$ cat src/rtl/fetch_pc_unit_pkg.sv
// Shared definitions for the femtoRV32 fetch stage: widths, reset PC,
// the NOP used to seed the decode buffer, and the fetch state encoding.
package fetch_pc_unit_pkg;

    localparam int          FETCH_XLEN     = 32;
    localparam logic [31:0] FETCH_RESET_PC = 32'h0000_0000;
    localparam logic [31:0] NOP_INSTR      = 32'h0000_0013;

    typedef enum logic [1:0] {
        FS_REQ  = 2'd0,
        FS_WAIT = 2'd1,
        FS_HOLD = 2'd2
    } fetch_state_e;

endpackage

$ cat src/rtl/fetch_pc_unit.sv
// Program counter and instruction-fetch stage of the femtoRV32 core.
// Issues one instruction-memory request at a time, buffers the returned
// word for decode, and refetches from the target on a taken redirect.
// Optional macro FETCH_MISALIGN_TRAP_EN: a redirect to a target that is not
// word aligned is refused and reported on misalign_fault/fault_addr instead
// of being silently aligned.
module fetch_pc_unit
    import fetch_pc_unit_pkg::*;
#(
    parameter int              XLEN     = FETCH_XLEN,
    parameter logic [XLEN-1:0] RESET_PC = XLEN'(FETCH_RESET_PC)
) (
    input  logic            clk,
    input  logic            rst_n,
    input  logic            should_jump,
    input  logic [XLEN-1:0] jump_target,
    output logic            imem_req_valid,
    input  logic            imem_req_ready,
    output logic [XLEN-1:0] imem_req_addr,
    input  logic            imem_resp_valid,
    input  logic [31:0]     imem_resp_data,
    output logic            if_valid,
    input  logic            if_ready,
    output logic [31:0]     if_instr,
    output logic [XLEN-1:0] if_pc,
    output logic [XLEN-1:0] if_pc_plus4
`ifdef FETCH_MISALIGN_TRAP_EN
    ,
    output logic            misalign_fault,
    output logic [XLEN-1:0] fault_addr
`endif
);

    fetch_state_e    state_q, state_d;
    logic [XLEN-1:0] pc_q, pc_d;
    logic            drop_q, drop_d;
    logic            req_valid_q, req_valid_d;
    logic            if_valid_q, if_valid_d;
    logic [31:0]     if_instr_q, if_instr_d;
    logic [XLEN-1:0] if_pc_q, if_pc_d;

    logic            redirect;
    logic [XLEN-1:0] redirect_pc;
    logic            req_accept;

`ifdef FETCH_MISALIGN_TRAP_EN
    logic            fault_q, fault_d;
    logic [XLEN-1:0] fault_addr_q, fault_addr_d;
    logic            target_misaligned;

    // A misaligned target is refused: the PC keeps running and the bad address is latched for the trap handler.
    always_comb begin
        target_misaligned = (jump_target[1:0] != 2'b00);
        redirect          = should_jump && !target_misaligned;
        redirect_pc       = jump_target;
        fault_d           = should_jump && target_misaligned;
        fault_addr_d      = fault_d ? jump_target : fault_addr_q;
    end

    // Fault pulse and captured address register.
    always_ff @(posedge clk or negedge rst_n) begin
        if (!rst_n) begin
            fault_q      <= 1'b0;
            fault_addr_q <= '0;
        end else begin
            fault_q      <= fault_d;
            fault_addr_q <= fault_addr_d;
        end
    end

    assign misalign_fault = fault_q;
    assign fault_addr     = fault_addr_q;
`else
    // Without the trap, every redirect is taken and forced onto a word boundary.
    always_comb begin
        redirect    = should_jump;
        redirect_pc = jump_target & ~XLEN'(3);
    end
`endif

    assign req_accept = req_valid_q && imem_req_ready;

    // Next-state logic: redirect wins over handshakes, and a request already accepted when the redirect hits leaves a stale response to drop.
    always_comb begin
        state_d    = state_q;
        pc_d       = pc_q;
        drop_d     = drop_q;
        if_instr_d = if_instr_q;
        if_pc_d    = if_pc_q;
        case (state_q)
            FS_REQ: begin
                if (req_accept) begin
                    state_d = FS_WAIT;
                end
                if (redirect) begin
                    pc_d = redirect_pc;
                    if (req_accept) begin
                        drop_d = 1'b1;
                    end
                end
            end
            FS_WAIT: begin
                if (imem_resp_valid) begin
                    if (drop_q || redirect) begin
                        drop_d  = 1'b0;
                        state_d = FS_REQ;
                    end else begin
                        if_instr_d = imem_resp_data;
                        if_pc_d    = pc_q;
                        state_d    = FS_HOLD;
                    end
                end else if (redirect) begin
                    drop_d = 1'b1;
                end
                if (redirect) begin
                    pc_d = redirect_pc;
                end
            end
            FS_HOLD: begin
                if (redirect) begin
                    pc_d    = redirect_pc;
                    state_d = FS_REQ;
                end else if (if_ready) begin
                    pc_d    = pc_q + XLEN'(4);
                    state_d = FS_REQ;
                end
            end
            default: begin
                state_d = FS_REQ;
            end
        endcase
        req_valid_d = (state_d == FS_REQ);
        if_valid_d  = (state_d == FS_HOLD);
    end

    // Fetch state, PC and decode buffer registers; handshake valids are registered from the next state.
    always_ff @(posedge clk or negedge rst_n) begin
        if (!rst_n) begin
            state_q     <= FS_REQ;
            pc_q        <= RESET_PC;
            drop_q      <= 1'b0;
            req_valid_q <= 1'b0;
            if_valid_q  <= 1'b0;
            if_instr_q  <= NOP_INSTR;
            if_pc_q     <= RESET_PC;
        end else begin
            state_q     <= state_d;
            pc_q        <= pc_d;
            drop_q      <= drop_d;
            req_valid_q <= req_valid_d;
            if_valid_q  <= if_valid_d;
            if_instr_q  <= if_instr_d;
            if_pc_q     <= if_pc_d;
        end
    end

    assign imem_req_valid = req_valid_q;
    assign imem_req_addr  = pc_q;
    assign if_valid       = if_valid_q;
    assign if_instr       = if_instr_q;
    assign if_pc          = if_pc_q;
    assign if_pc_plus4    = if_pc_q + XLEN'(4);

endmodule

$ cat config.mk
export PLATFORM = sky130hd
export DESIGN_NAME = fetch_pc_unit
export DESIGN_NICKNAME = d
export VERILOG_FILES = /design/src/rtl/fetch_pc_unit_pkg.sv /design/src/rtl/fetch_pc_unit.sv
export SDC_FILE = /design/constraint.sdc
export NUM_CORES = 1
export LEC_CHECK = 0
export CORE_MARGIN = 3
export CORE_UTILIZATION = 44
export DETAILED_ROUTE_END_ITERATION = 8
export GPL_ROUTABILITY_DRIVEN = 0
export PLACE_DENSITY = 0.81
export SYNTH_ARGS = -nofsm -noshare
export SYNTH_HDL_FRONTEND = slang
export SYNTH_SLANG_ARGS = --single-unit
$ cat constraint.sdc
create_clock -name clk -period 2.4 [get_ports clk]
set_clock_uncertainty 0.15 [all_clocks]
set_input_delay 0.48 -clock clk [delete_from_list [all_inputs] [get_ports clk]]
set_output_delay 0.48 -clock clk [all_outputs]
set_load 0.1 [all_outputs]
# Yosys cells after proc, flatten, opt, wreduce, memory -nomap -nowiden
# Index checks and enable logic that the tools add are counted.
[totals]
wordCells = 45
regBits = 101
output_inout_bits = 130
[op_classes]
eq_ne = 9
n_reduce_logical = 10
addsub = 2
mux = 16
n_bitwise = 1
[ops]
columns = ["op", "n"]
rows = [
  ["$mux W32", 3],
  ["$add A32 B3 Y32 const B", 2],
  ["$pmux W32 S2", 1],
  ["$mux W2", 5],
  ["$ne A3 B3 Y1 const B", 3],
  ["$pmux W2 S3", 1],
  ["$reduce_and A3 Y1", 2],
  ["$mux W1", 5],
  ["$reduce_and A5 Y1", 1],
  ["$eq A2 B2 Y1 const B", 2],
  ["$logic_not A2 Y1", 2],
  ["$ne A2 B2 Y1 const B", 2],
  ["$reduce_bool A2 Y1", 2],
  ["$eq A2 B1 Y1 const B", 1],
  ["$ne A2 B1 Y1 const B", 1],
  ["$pmux W1 S2", 1],
  ["$reduce_or A2 Y1", 1],
  ["$logic_and A1 B1 Y1", 1],
  ["$logic_or A1 B1 Y1", 1],
  ["$not A1 Y1", 1],
]

# Logic depth before layout (Yosys ltp)
# Gate-level depths: netlist of the first run.
[depth]
word_depth = 5
depth_mapped = 8
depth_no_buf = 6

# Least setup slack after synthesis of the first run
# OpenSTA, ideal clock, no wires.
[synth_path]
path_type = "flip-flop to output port"
start = "register if_pc_q[7] (netlist: if_pc[7])"
end = "output if_pc_plus4[27]"
path_buffers = 0
path_stages_with_launch = 6
required_time_ns = 1.770
setup_slack_ns = -2.061
arrival_time_ns = 3.831
path_cell_list = "dfrtp_1 > and4_1 > nand3_1 > nor4_1 > nand3_1 > xnor2_1"
[synth_between]
elab_chain_len = 1
[synth_lines]
columns = ["element", "line", "text"]
rows = [
  ["from (decl)", "fetch_pc_unit.sv:40", "logic [XLEN-1:0] if_pc_q, if_pc_d;"],
  ["from (signal assigned)", "fetch_pc_unit.sv:153", "if_pc_q <= if_pc_d;"],
  ["$add A32 B3 Y32", "fetch_pc_unit.sv:162", "assign if_pc_plus4 = if_pc_q + XLEN'(4);"],
  ["to (decl)", "fetch_pc_unit.sv:26", "output logic [XLEN-1:0] if_pc_plus4"],
]
# No other way between the ends.

# Worst setup path after layout of the first run
[layout_path]
start = "register if_pc_q[2] (netlist: if_pc[2])"
end = "output if_pc_plus4[22]"
# The elaborated chain is that of the path after synthesis.

==> results of run 1 <==
==> flip-flops by register name, summed over array words and instances (netlist names) <==
register	count
imem_req_addr	30
if_pc	30
if_valid	1
state_q	2
if_instr	32
drop_q	1
imem_req_valid	1
==> layout by cell type, fill, tap and decap left out, types with 7 or more instances in the layout <==
cell type                         count
sky130_fd_sc_hd__xnor2_4             17
sky130_fd_sc_hd__nand2_1             34
sky130_fd_sc_hd__nand3_1             20
sky130_fd_sc_hd__buf_12              34
sky130_fd_sc_hd__clkbuf_16            9
sky130_fd_sc_hd__nor2_1              21
sky130_fd_sc_hd__buf_4              143
sky130_fd_sc_hd__o22ai_1              8
sky130_fd_sc_hd__o21ai_0             23
sky130_fd_sc_hd__nor3_1               7
sky130_fd_sc_hd__nand3_4             10
sky130_fd_sc_hd__a21oi_1             33
sky130_fd_sc_hd__dfrtp_4             17
sky130_fd_sc_hd__buf_6                8
sky130_fd_sc_hd__dfrtp_1             49
sky130_fd_sc_hd__nand4_1             10
sky130_fd_sc_hd__clkdlybuf4s50_1     66
sky130_fd_sc_hd__dfrtp_2             28
sky130_fd_sc_hd__nand2_2              7
sky130_fd_sc_hd__mux2_2              60
==> worst max path at each step <==
| stage | startpoint | end | slack, ns |
|---|---|---|---|
| floorplan | if_pc[20] | if_pc_plus4[29] | -0.65 |
| global placement | if_pc[2] | if_pc_plus4[28] | -0.14 |
| detailed placement | if_pc[3] | if_pc_plus4[26] | -0.21 |
| CTS | if_pc[3] | if_pc_plus4[30] | -0.46 |
| global route | if_pc[2] | if_pc_plus4[22] | -0.56 |
| finish | if_pc[2] | if_pc_plus4[22] | -0.51 |
==> cells by family (layout without fill, tap and decap cells) <==
| kind of cell | Yosys count | in the layout | share of synthesized area |
|---|---|---|---|
| flip-flops | 97 | 97 | 0.4905 |
| AO/OA/AOI/OAI | 91 | 91 | 0.1113 |
| other | 1 | 6 | 0.0007567 |
| AND/OR/NAND/NOR | 161 | 161 | 0.1694 |
| buffers and inverters | 36 | 272 | 0.03307 |
| adder cells (fa/ha/maj) | 2 | 2 | 0.005048 |
| multiplexers | 62 | 62 | 0.1404 |
| XOR/XNOR | 28 | 28 | 0.04948 |
==> metrics by stage <==
step | setup TNS [ns] | util | area, µm² | worst slack, ns | hold slack (ns)
floorplan | -12.13 | - | 5620 | -0.6549 | 0.03441
global placement | -0.8115 | 0.7348 | 8035 | -0.1391 | 0.3168
detailed placement | -1.380 | 0.7348 | 8035 | -0.2124 | 0.3253
CTS | -7.241 | 0.7863 | 8598 | -0.4645 | 0.3394
global route | -9.379 | 0.7971 | 8717 | -0.5599 | 0.3400
finish | -8.073 | 0.7971 | 8717 | -0.5069 | 0.3340
==> what timing repair did <==
action | CTS | global route
gates cloned | 0 | 0
pin swaps | 28 | 18
endpoints found under the setup margin | 25 | 25
resized for setup | 41 | 11
buffers inserted | 6 | 8
hold buffers | 1 | 0
endpoints found under the hold margin | 36 | 0
==> layout make-up <==
| type | instances | area [µm²] | share of cell area |
|---|---|---|---|
| Timing Repair Buffer | 252 | 2515 | 0.2885 |
| Clock buffer | 14 | 264.0 | 0.03029 |
| Tap cell | 140 | 175.2 | 0.02009 |
| Inverter | 4 | 15.01 | 0.001722 |
| Clock inverter | 2 | 60.06 | 0.006890 |
| Multi-Input combinational cell | 350 | 3158 | 0.3623 |
| Sequential cell | 97 | 2530 | 0.2902 |
==> layer usage <==
| layer | wire [µm] | part of all wire |
|---|---|---|
| met5 | 0 | 0 |
| met4 | 341 | 0.021 |
| met3 | 1286 | 0.080 |
| met2 | 8355 | 0.52 |
| met1 | 6017 | 0.38 |
==> worst max-delay path: stages (launching register included) <==
cell and delay [ns]:
sky130_fd_sc_hd__dfrtp_4 0.43, sky130_fd_sc_hd__ha_4 0.13, sky130_fd_sc_hd__and4_4 0.22, sky130_fd_sc_hd__nand4_1 0.25, sky130_fd_sc_hd__nor2_2 0.24, sky130_fd_sc_hd__nand4_1 0.23
sky130_fd_sc_hd__xnor2_4 0.24, sky130_fd_sc_hd__buf_12 0.19
==> results by group, run 1 <==
Run status
  • Run status: complete, but fails checks
  • Failing checks: setup timing

STA
  • Number of hold violations in the final report: 0
  • Crit path time final: between 2 and 3 ns
  • Achievable Freq: around 340 MHz
  • Final count of negative-setup-slack endpoints: 26
  • Slew HR: 0.6531
  • RSZ-0062 raised after global routing: yes
  • Final worst-path setup slack: -0.5069 ns
  • Measured slew at the worst slew-check pin: between 0.5 and 0.6 ns
  • Final Cycle Share: 1.211
  • Number of pins exceeding their max-slew limit in the final report: 0

Placed design
  • HPWL after detailed placement: about 12000 µm
  • Total placed cells including tap cells: about 830
  • I/O Buffers: roughly 190

Min path
  • Worst hold path type: flip-flop to flip-flop
  • Hold Path Stages: 1
  • End point of the most critical hold path: drop_q
  • Startpoint of the lowest-slack hold path: drop_q

Floorplan
  • Width of the die: 112.1 µm
  • Initial standard-cell utilization of the core: 0.4532
  • Total Die Area: between 10000 and 15000 µm²
  • Core area: between 10000 and 15000 µm²
  • Number of placement rows: 38
  • DIE HEIGHT: between 100 and 150 µm
  • I/O pin cnt: 200

Cells and area
  • Synthesis-to-layout area growth: 75.89%
  • Final non-filler cell total: 859
  • Antenna diode count: 0
  • Fill cell instance count of the final layout: around 640
  • Fraction of layout cells with a size suffix above 1: 0.5341
  • NumNets Final: a little under 800

Route
  • Number of vias per cell after detailed routing: ~5.6
  • DRC Markers: 0
  • Number of nets with antenna violations after routing: 0
  • Number of vias in the routed layout: ~4800
  • Routed wire per std cell: 18.63 µm
  • DRC marker count from the first detailed-route iteration: ~430
  • Aggregate routed wire length: between 15000 and 20000 µm
  • DR pass1 iterations: 6

Setup path
  • Arrival @ worst endpoint: 2.28 ns
  • Crit end category: output port
  • Startpoint types: flip-flop
  • Data required time of the worst path: approximately 1.8 ns
  • Source of the worst register-to-register timing path: imem_req_addr[2]
  • Endpoint of the most critical register-to-register path: imem_req_addr[27]
  • Flop-to-flop setup slack: 0.24 ns
  • Length in cells of the worst reg-to-reg path: 5
  • Crit-path max FO: 3
  • Setup Crit Path Kind: flip-flop to output port

GRT
  • Global-route track usage on met3: 0.05822
  • Overall fraction of global-route tracks in use: 0.2485
  • Vias in the first global route: between 4000 and 5000
  • Congestion Overflow GR: 0
  • Number of antenna violations at the first check in global routing: 0
  • Global routing usage on met2: 0.4390
  • Global-route wire length before repair: roughly 25000 µm
  • Maximum number of pins on one net before global-route repair: 43
  • Peak-usage layer in the global routing report: met2
  • GR Layer Usage met1: 0.3086

Synthesis
  • Most frequent cell after synthesis: sky130_fd_sc_hd__dfrtp_1
  • Leading cell types by total area after synthesis: sky130_fd_sc_hd__dfrtp_1, sky130_fd_sc_hd__mux2_2, sky130_fd_sc_hd__xnor2_1
  • Proportion of register bits with asynchronous set or reset after synthesis: 1.000
  • Share of Yosys cell area claimed by the top area cell type: 0.4746
  • Syn Inst Count: between 400 and 500
  • Netlist area before placement: between 4000 and 5000 µm²
  • Top cell types by occurrence after synthesis: sky130_fd_sc_hd__dfrtp_1, sky130_fd_sc_hd__mux2_2, sky130_fd_sc_hd__nand2_1
  • Leading area contributor after synthesis: sky130_fd_sc_hd__dfrtp_1
  • Synthesis warning total: 0
  • Number of synthesized flops with an enable pin: 0
  • Count of cell types in the netlist: 50
  • Most used flip-flop cell after synthesis: sky130_fd_sc_hd__dfrtp_1
  • Post-synthesis sequential element count: 97
  • Sequential-to-total area share from yosys stat: 0.4905
  • Synth Area per Inst: between 10 and 15 µm²

Flow run
  • Number of violations of the max-capacitance limit: 0

Clocking
  • Clock buffers created by TritonCTS: 9
  • CTS root buffer: sky130_fd_sc_hd__clkbuf_16
  • TritonCTS clock tree: done
  • H-tree lvl count: 3
  • CTS Sinks: 97
  • Clock slew at reported path FFs: 0.06 ns
  • Maximum count of clock buffers along a single path: 2
  • Skew-Pair Late Insertion Delay: ~0.34 ns
Power of run 1 is not shown: default switching activity piles up to over one toggle a cycle in this logic, so the estimate is an artifact.
==> inputs of run 2 (changes only) <==
--- a/config.mk
+++ b/config.mk
@@ -9,7 +9,8 @@
 export CORE_UTILIZATION = 44
 export DETAILED_ROUTE_END_ITERATION = 8
 export GPL_ROUTABILITY_DRIVEN = 0
-export PLACE_DENSITY = 0.81
+export PLACE_DENSITY = 0.9
+export SLEW_MARGIN = 20
 export SYNTH_ARGS = -nofsm -noshare
 export SYNTH_HDL_FRONTEND = slang
 export SYNTH_SLANG_ARGS = --single-unit
==> run 2 against run 1 <==
Net effect: the run still ends with setup timing left; utilization increased by 0.17 points; non-clock buffer count is the same; via count increased by 1.9%; die area is the same; worst hold slack better by 0.0079 ns; register-to-register slack about the same; cell area rose by 0.22%; setup slack better by 0.077 ns; flip-flop and latch count did not move; sequential share of layout area fell by 0.062 points; global-route usage fell by 0.30 points.
==> results by group, run 2 (synthesized netlist as in run 1, its figures left out) <==
Route
  • DR pass1 iterations: 6 (unchanged)
  • Number of vias per cell after detailed routing: 5.698 (+1.9%)
  • Aggregate routed wire length: 16070 µm (+0.44%)
  • Number of nets with antenna violations after routing: 0 (unchanged)
  • Number of vias in the routed layout: 4895 (+1.9%)
  • DRC marker count from the first detailed-route iteration: 363 (-15%)
  • Routed wire per std cell: 18.71 µm (+0.44%)
  • DRC Markers: 0 (unchanged)

Floorplan
  • DIE HEIGHT: 112.1 µm (unchanged)
  • I/O pin cnt: 200 (unchanged)
  • Initial standard-cell utilization of the core: 0.4532 (unchanged)
  • Total Die Area: 12570 µm² (unchanged)
  • Number of placement rows: 38 (unchanged)
  • Core area: 10940 µm² (unchanged)
  • Width of the die: 112.1 µm (unchanged)

Setup path
  • Arrival @ worst endpoint: 2.20 ns (-0.08 ns)
  • Crit end category: output port
  • Startpoint types: flip-flop
  • Source of the worst register-to-register timing path: imem_req_addr[2]
  • Data required time of the worst path: 1.77 ns (about the same)
  • Launching element of the worst setup path: if_pc[3]
  • Setup Crit Path Kind: flip-flop to output port
  • Crit-path max FO: 3 (unchanged)

STA
  • Final worst-path setup slack: -0.4304 ns (+0.07655 ns)
  • Achievable Freq: 353.3 MHz (+2.7%)
  • Total Neg Setup Slack: -5.957 ns (+2.116 ns)
  • Number of pins exceeding their max-slew limit in the final report: 0 (unchanged)
  • Number of hold violations in the final report: 0 (unchanged)
  • Crit path time final: 2.830 ns (-0.07655 ns)
  • Final Cycle Share: 1.179 (-0.03189)
  • Final count of negative-setup-slack endpoints: 22 (-15%)
  • RSZ-0062 raised after global routing: yes

Clocking
  • CTS root buffer: sky130_fd_sc_hd__clkbuf_16
  • Clock buffers created by TritonCTS: 9 (unchanged)
  • TritonCTS clock tree: done
  • Clock slew at reported path FFs: 0.06 ns (about the same)
  • H-tree lvl count: 3 (unchanged)
  • Maximum count of clock buffers along a single path: 2 (unchanged)
  • CTS Sinks: 97 (unchanged)
  • Skew-Pair Late Insertion Delay: 0.34 ns (about the same)

Cells and area
  • Fraction of layout cells with a size suffix above 1: 0.5382 (+0.004172)
  • Area of all placed cells without fillers: 8736 µm² (+0.22%)
  • Commonest non-fill, non-tap cell in the layout: sky130_fd_sc_hd__buf_4
  • Flip-flop count of the largest register, all copies and words added: 32 (unchanged)
  • Antenna diode count: 0 (unchanged)
  • Most frequent cells in the layout: sky130_fd_sc_hd__buf_4, sky130_fd_sc_hd__clkdlybuf4s50_1, sky130_fd_sc_hd__mux2_2
  • Synthesis-to-layout area growth: 76.27%
  • NumNets Final: 786 (unchanged)

GRT
  • Overall fraction of global-route tracks in use: 0.2455 (-0.002953)
  • Congestion Overflow GR: 0 (unchanged)
  • Vias in the first global route: 4846 (-1.8%)
  • Number of antenna violations at the first check in global routing: 0 (unchanged)
  • Maximum number of pins on one net before global-route repair: 43 (unchanged)
  • Global-route wire length before repair: 25070 µm (-1.4%)

Min path
  • Worst hold path type: flip-flop to flip-flop
  • Startpoint of the lowest-slack hold path: drop_q

Flow run
  • Number of violations of the max-capacitance limit: 0 (unchanged)

Placed design
  • I/O Buffers: 191 (unchanged)
  • HPWL after detailed placement: 11620 µm (-0.52%)
  • Placed inst area: 8035 µm² (unchanged)

Run status
  • Run status: complete, but fails checks
  • Failing checks: setup timing
[run 2: layout make-up]
cell class                      instances  area [µm²]
Inverter                                4       15.01
Multi-Input combinational cell        350        3171
Clock buffer                           14       284.0
Tap cell                              140       175.2
Clock inverter                          2       35.03
Timing Repair Buffer                  252        2526
Fill cell                             628        2200
Sequential cell                        97        2530
[run 2: stage by stage]
| step | utilization | setup WS, ns | hold WS, ns | cells |
|---|---|---|---|---|
| floorplan | - | -0.6549 | 0.03441 | 483 |
| global placement | 0.7348 | -0.1383 | 0.2984 | 829 |
| detailed placement | 0.7348 | -0.2058 | 0.3082 | 829 |
| CTS | 0.7848 | -0.4488 | 0.3443 | 852 |
| global route | 0.7989 | -0.5382 | 0.3716 | 859 |
| finish | 0.7989 | -0.4304 | 0.3419 | 859 |
[run 2: timing repair]
action | in CTS | in global routing
hold buffers | 1 | 0
setup buffers | 7 | 9
hold endpoints to repair | 30 | 0
pin swaps | 28 | 25
resized for setup | 38 | 20
endpoints found under the setup margin | 25 | 27
[run 2: worst paths after layout]
| kind | endpoint | slack (ns) | depth (start not counted) |
|---|---|---|---|
| setup / recovery | if_pc_plus4[22] | -0.43 | 7 |
| hold / removal | drop_q | 0.34 | 1 |
| setup reg to reg | imem_req_addr[27] | 0.23 | 5 |
| hold reg to reg | drop_q | 0.34 | 1 |
| max in group asynchronous | if_pc[19] | 0.90 | 3 |
| min in group asynchronous | if_instr[19] | 0.49 | 2 |
[run 2: metal layers]
metal,wire (µm),track usage,up-vias
li1,-,-,2210
met1,5977,0.2959,2395
met2,8574,0.4374,263
met3,1242,0.06146,27
met4,276,0.06731,0
met5,0,0,-
[run 2: critical path: stages (launching register included)]
cell                      delay [ns]
sky130_fd_sc_hd__dfrtp_4        0.44
sky130_fd_sc_hd__ha_4           0.14
sky130_fd_sc_hd__and4_4         0.23
sky130_fd_sc_hd__nand4_1        0.23
sky130_fd_sc_hd__nor2_2         0.20
sky130_fd_sc_hd__nand4_1        0.22
sky130_fd_sc_hd__xnor2_4        0.21
sky130_fd_sc_hd__buf_12         0.19
Power of run 2 is left out for the same reason.
==> inputs of run 3 (changes only) <==
--- a/config.mk
+++ b/config.mk
@@ -9,7 +9,9 @@
 export CORE_UTILIZATION = 44
 export DETAILED_ROUTE_END_ITERATION = 8
 export GPL_ROUTABILITY_DRIVEN = 0
+export GPL_TIMING_DRIVEN = 0
 export PLACE_DENSITY = 0.9
+export RECOVER_POWER = 25
 export SLEW_MARGIN = 20
 export SYNTH_ARGS = -nofsm -noshare
 export SYNTH_HDL_FRONTEND = slang
==> run 3 against run 2 <==
Net effect: the flow still finishes with violations (setup timing); sequential share of layout area up 0.39 points; register-to-register slack worse by 0.05 ns; worst hold slack worse by 0.0074 ns; first-iteration DRC count is 42% higher.
==> results by group, run 3 (synthesized netlist as in run 1, its figures left out) <==
Placed design
  • I/O Buffers: 191 (unchanged)
  • Placed inst area: 7736 µm² (-3.7%)
  • HPWL after detailed placement: 11780 µm (+1.3%)

Cells and area
  • Flip-flop count of the largest register, all copies and words added: 32 (unchanged)
  • Fill cell instance count of the final layout: 692 (+10%)
  • Area of all placed cells without fillers: 8623 µm² (-1.3%)
  • Antenna diode count: 0 (unchanged)
  • Fraction of layout cells with a size suffix above 1: 0.4049 (-0.1333)
  • Commonest non-fill, non-tap cell in the layout: sky130_fd_sc_hd__dlygate4sd2_1
  • Synthesis-to-layout area growth: 74.00%
  • Most frequent cells in the layout: sky130_fd_sc_hd__dlygate4sd2_1, sky130_fd_sc_hd__clkdlybuf4s50_1, sky130_fd_sc_hd__mux2_2
  • Post-layout util: 0.7886 (-0.01030)
  • NumNets Final: 798 (+1.5%)

Run status
  • Run status: complete, but fails checks
  • Failing checks: setup timing

Flow run
  • Number of violations of the max-capacitance limit: 0 (unchanged)

Floorplan
  • Number of placement rows: 38 (unchanged)
  • Total Die Area: 12570 µm² (unchanged)
  • Initial standard-cell utilization of the core: 0.4532 (unchanged)
  • DIE HEIGHT: 112.1 µm (unchanged)
  • Core area: 10940 µm² (unchanged)
  • I/O pin cnt: 200 (unchanged)
  • Width of the die: 112.1 µm (unchanged)

Clocking
  • TritonCTS clock tree: done
  • H-tree lvl count: 3 (unchanged)
  • CTS root buffer: sky130_fd_sc_hd__clkbuf_16
  • Clock buffers created by TritonCTS: 9 (unchanged)
  • Skew-Pair Late Insertion Delay: 0.34 ns (about the same)
  • Maximum count of clock buffers along a single path: 2 (unchanged)
  • CTS Sinks: 97 (unchanged)
  • Clock slew at reported path FFs: 0.07 ns (about the same)

STA
  • Final worst-path setup slack: -0.3946 ns (+0.03572 ns)
  • Number of pins exceeding their max-slew limit in the final report: 0 (unchanged)
  • Final count of negative-setup-slack endpoints: 21 (-4.5%)
  • Worst slack on hold paths: 0.3345 ns (-0.007362 ns)
  • Crit path time final: 2.795 ns (-0.03573 ns)
  • Slew HR: 0.1728
  • Measured slew at the worst slew-check pin: between 1 and 1.5 ns
  • Final Cycle Share: 1.164 (-0.01489)
  • Achievable Freq: 357.8 MHz (+1.3%)
  • Total Neg Setup Slack: -6.386 ns (-0.4295 ns)
  • RSZ-0062 raised after global routing: yes
  • Number of hold violations in the final report: 0 (unchanged)

Route
  • Number of vias in the routed layout: 5073 (+3.6%)
  • Number of vias per cell after detailed routing: 5.824 (+2.2%)
  • Number of nets with antenna violations after routing: 0 (unchanged)
  • DRC marker count from the first detailed-route iteration: 516 (+42%)
  • DRC Markers: 0 (unchanged)
  • Routed wire per std cell: 19.52 µm (+4.3%)
  • DR pass1 iterations: 5 (-1)
  • Aggregate routed wire length: 17000 µm (+5.8%)

Setup path
  • Flop-to-flop setup slack: 0.18 ns (-0.05 ns)
  • Crit-path max FO: 5 (+2)
  • Crit end category: output port
  • Endpoint of the most critical register-to-register path: imem_req_addr[27]
  • Setup Crit Path Kind: flip-flop to output port
  • Arrival @ worst endpoint: 2.16 ns (-0.04 ns)
  • Data required time of the worst path: 1.77 ns (about the same)
  • Startpoint types: flip-flop
  • Source of the worst register-to-register timing path: imem_req_addr[6]
  • Length in cells of the worst reg-to-reg path: 5 (unchanged)

Min path
  • End point of the most critical hold path: drop_q
  • Startpoint of the lowest-slack hold path: drop_q
  • Hold Path Stages: 1 (unchanged)
  • Worst hold path type: flip-flop to flip-flop

GRT
  • Number of antenna violations at the first check in global routing: 0 (unchanged)
  • Global-route wire length before repair: 26610 µm (+6.1%)
  • Congestion Overflow GR: 0 (unchanged)
  • Overall fraction of global-route tracks in use: 0.2614 (+0.01592)
  • Vias in the first global route: 5062 (+4.5%)
  • Maximum number of pins on one net before global-route repair: 50 (+16%)
==> run 3: worst max-delay path by stage <==
| stage | from | to | slack (ns) | cells past startpoint |
|---|---|---|---|---|
| after global placement | rst_n | if_pc[19] | -3.47 | 1 |
| after CTS | if_pc[3] | if_pc_plus4[22] | -0.44 | 8 |
| after detailed placement | if_pc[2] | if_pc_plus4[26] | -1.48 | 8 |
| final | if_pc[13] | if_pc_plus4[26] | -0.39 | 7 |
| after floorplan | if_pc[20] | if_pc_plus4[29] | -0.65 | 5 |
| after global routing | if_pc[2] | if_pc_plus4[22] | -0.47 | 8 |
==> run 3: metal layers <==
metal / share of wire / GRT usage
met1: 0.36 / 0.3155
met2: 0.51 / 0.4521
met3: 0.099 / 0.06469
met4: 0.028 / 0.09936
met5: 0 / 0
==> run 3: area by class of cell <==
class / instances / area [µm²] / area share
Buffer: 29 / 152.6 / 0.01770
Sequential cell: 97 / 2531 / 0.2935
Timing Repair Buffer: 235 / 2367 / 0.2745
Clock inverter: 2 / 15.01 / 0.001741
Inverter: 4 / 15.01 / 0.001741
Tap cell: 140 / 175.2 / 0.02031
Multi-Input combinational cell: 350 / 3113 / 0.3610
Clock buffer: 14 / 254.0 / 0.02945
==> run 3: metrics by stage <==
stage               setup slack, ns  std cells
finish                      -0.3946        871
detailed placement           -1.477        815
global placement             -3.475        814
global route                -0.4684        871
CTS                         -0.4450        856
floorplan                   -0.6549        483
==> run 3: timing repair <==
action,CTS,global route
setup endpoints to repair,133,86
pin swaps,23,19
hold buffers,1,0
setup buffers,25,17
gates resized for setup,368,64
endpoints found under the hold margin,45,0
==> run 3: critical path, cell delays in order (launching register included) <==
cell and delay (ns):
sky130_fd_sc_hd__dfrtp_4 0.41, sky130_fd_sc_hd__and4_4 0.28, sky130_fd_sc_hd__nand3_4 0.16, sky130_fd_sc_hd__nor4_4 0.32, sky130_fd_sc_hd__buf_6 0.18, sky130_fd_sc_hd__nand2_4 0.07
sky130_fd_sc_hd__xnor2_4 0.20, sky130_fd_sc_hd__buf_12 0.19
Power of run 3 is left out for the same reason.
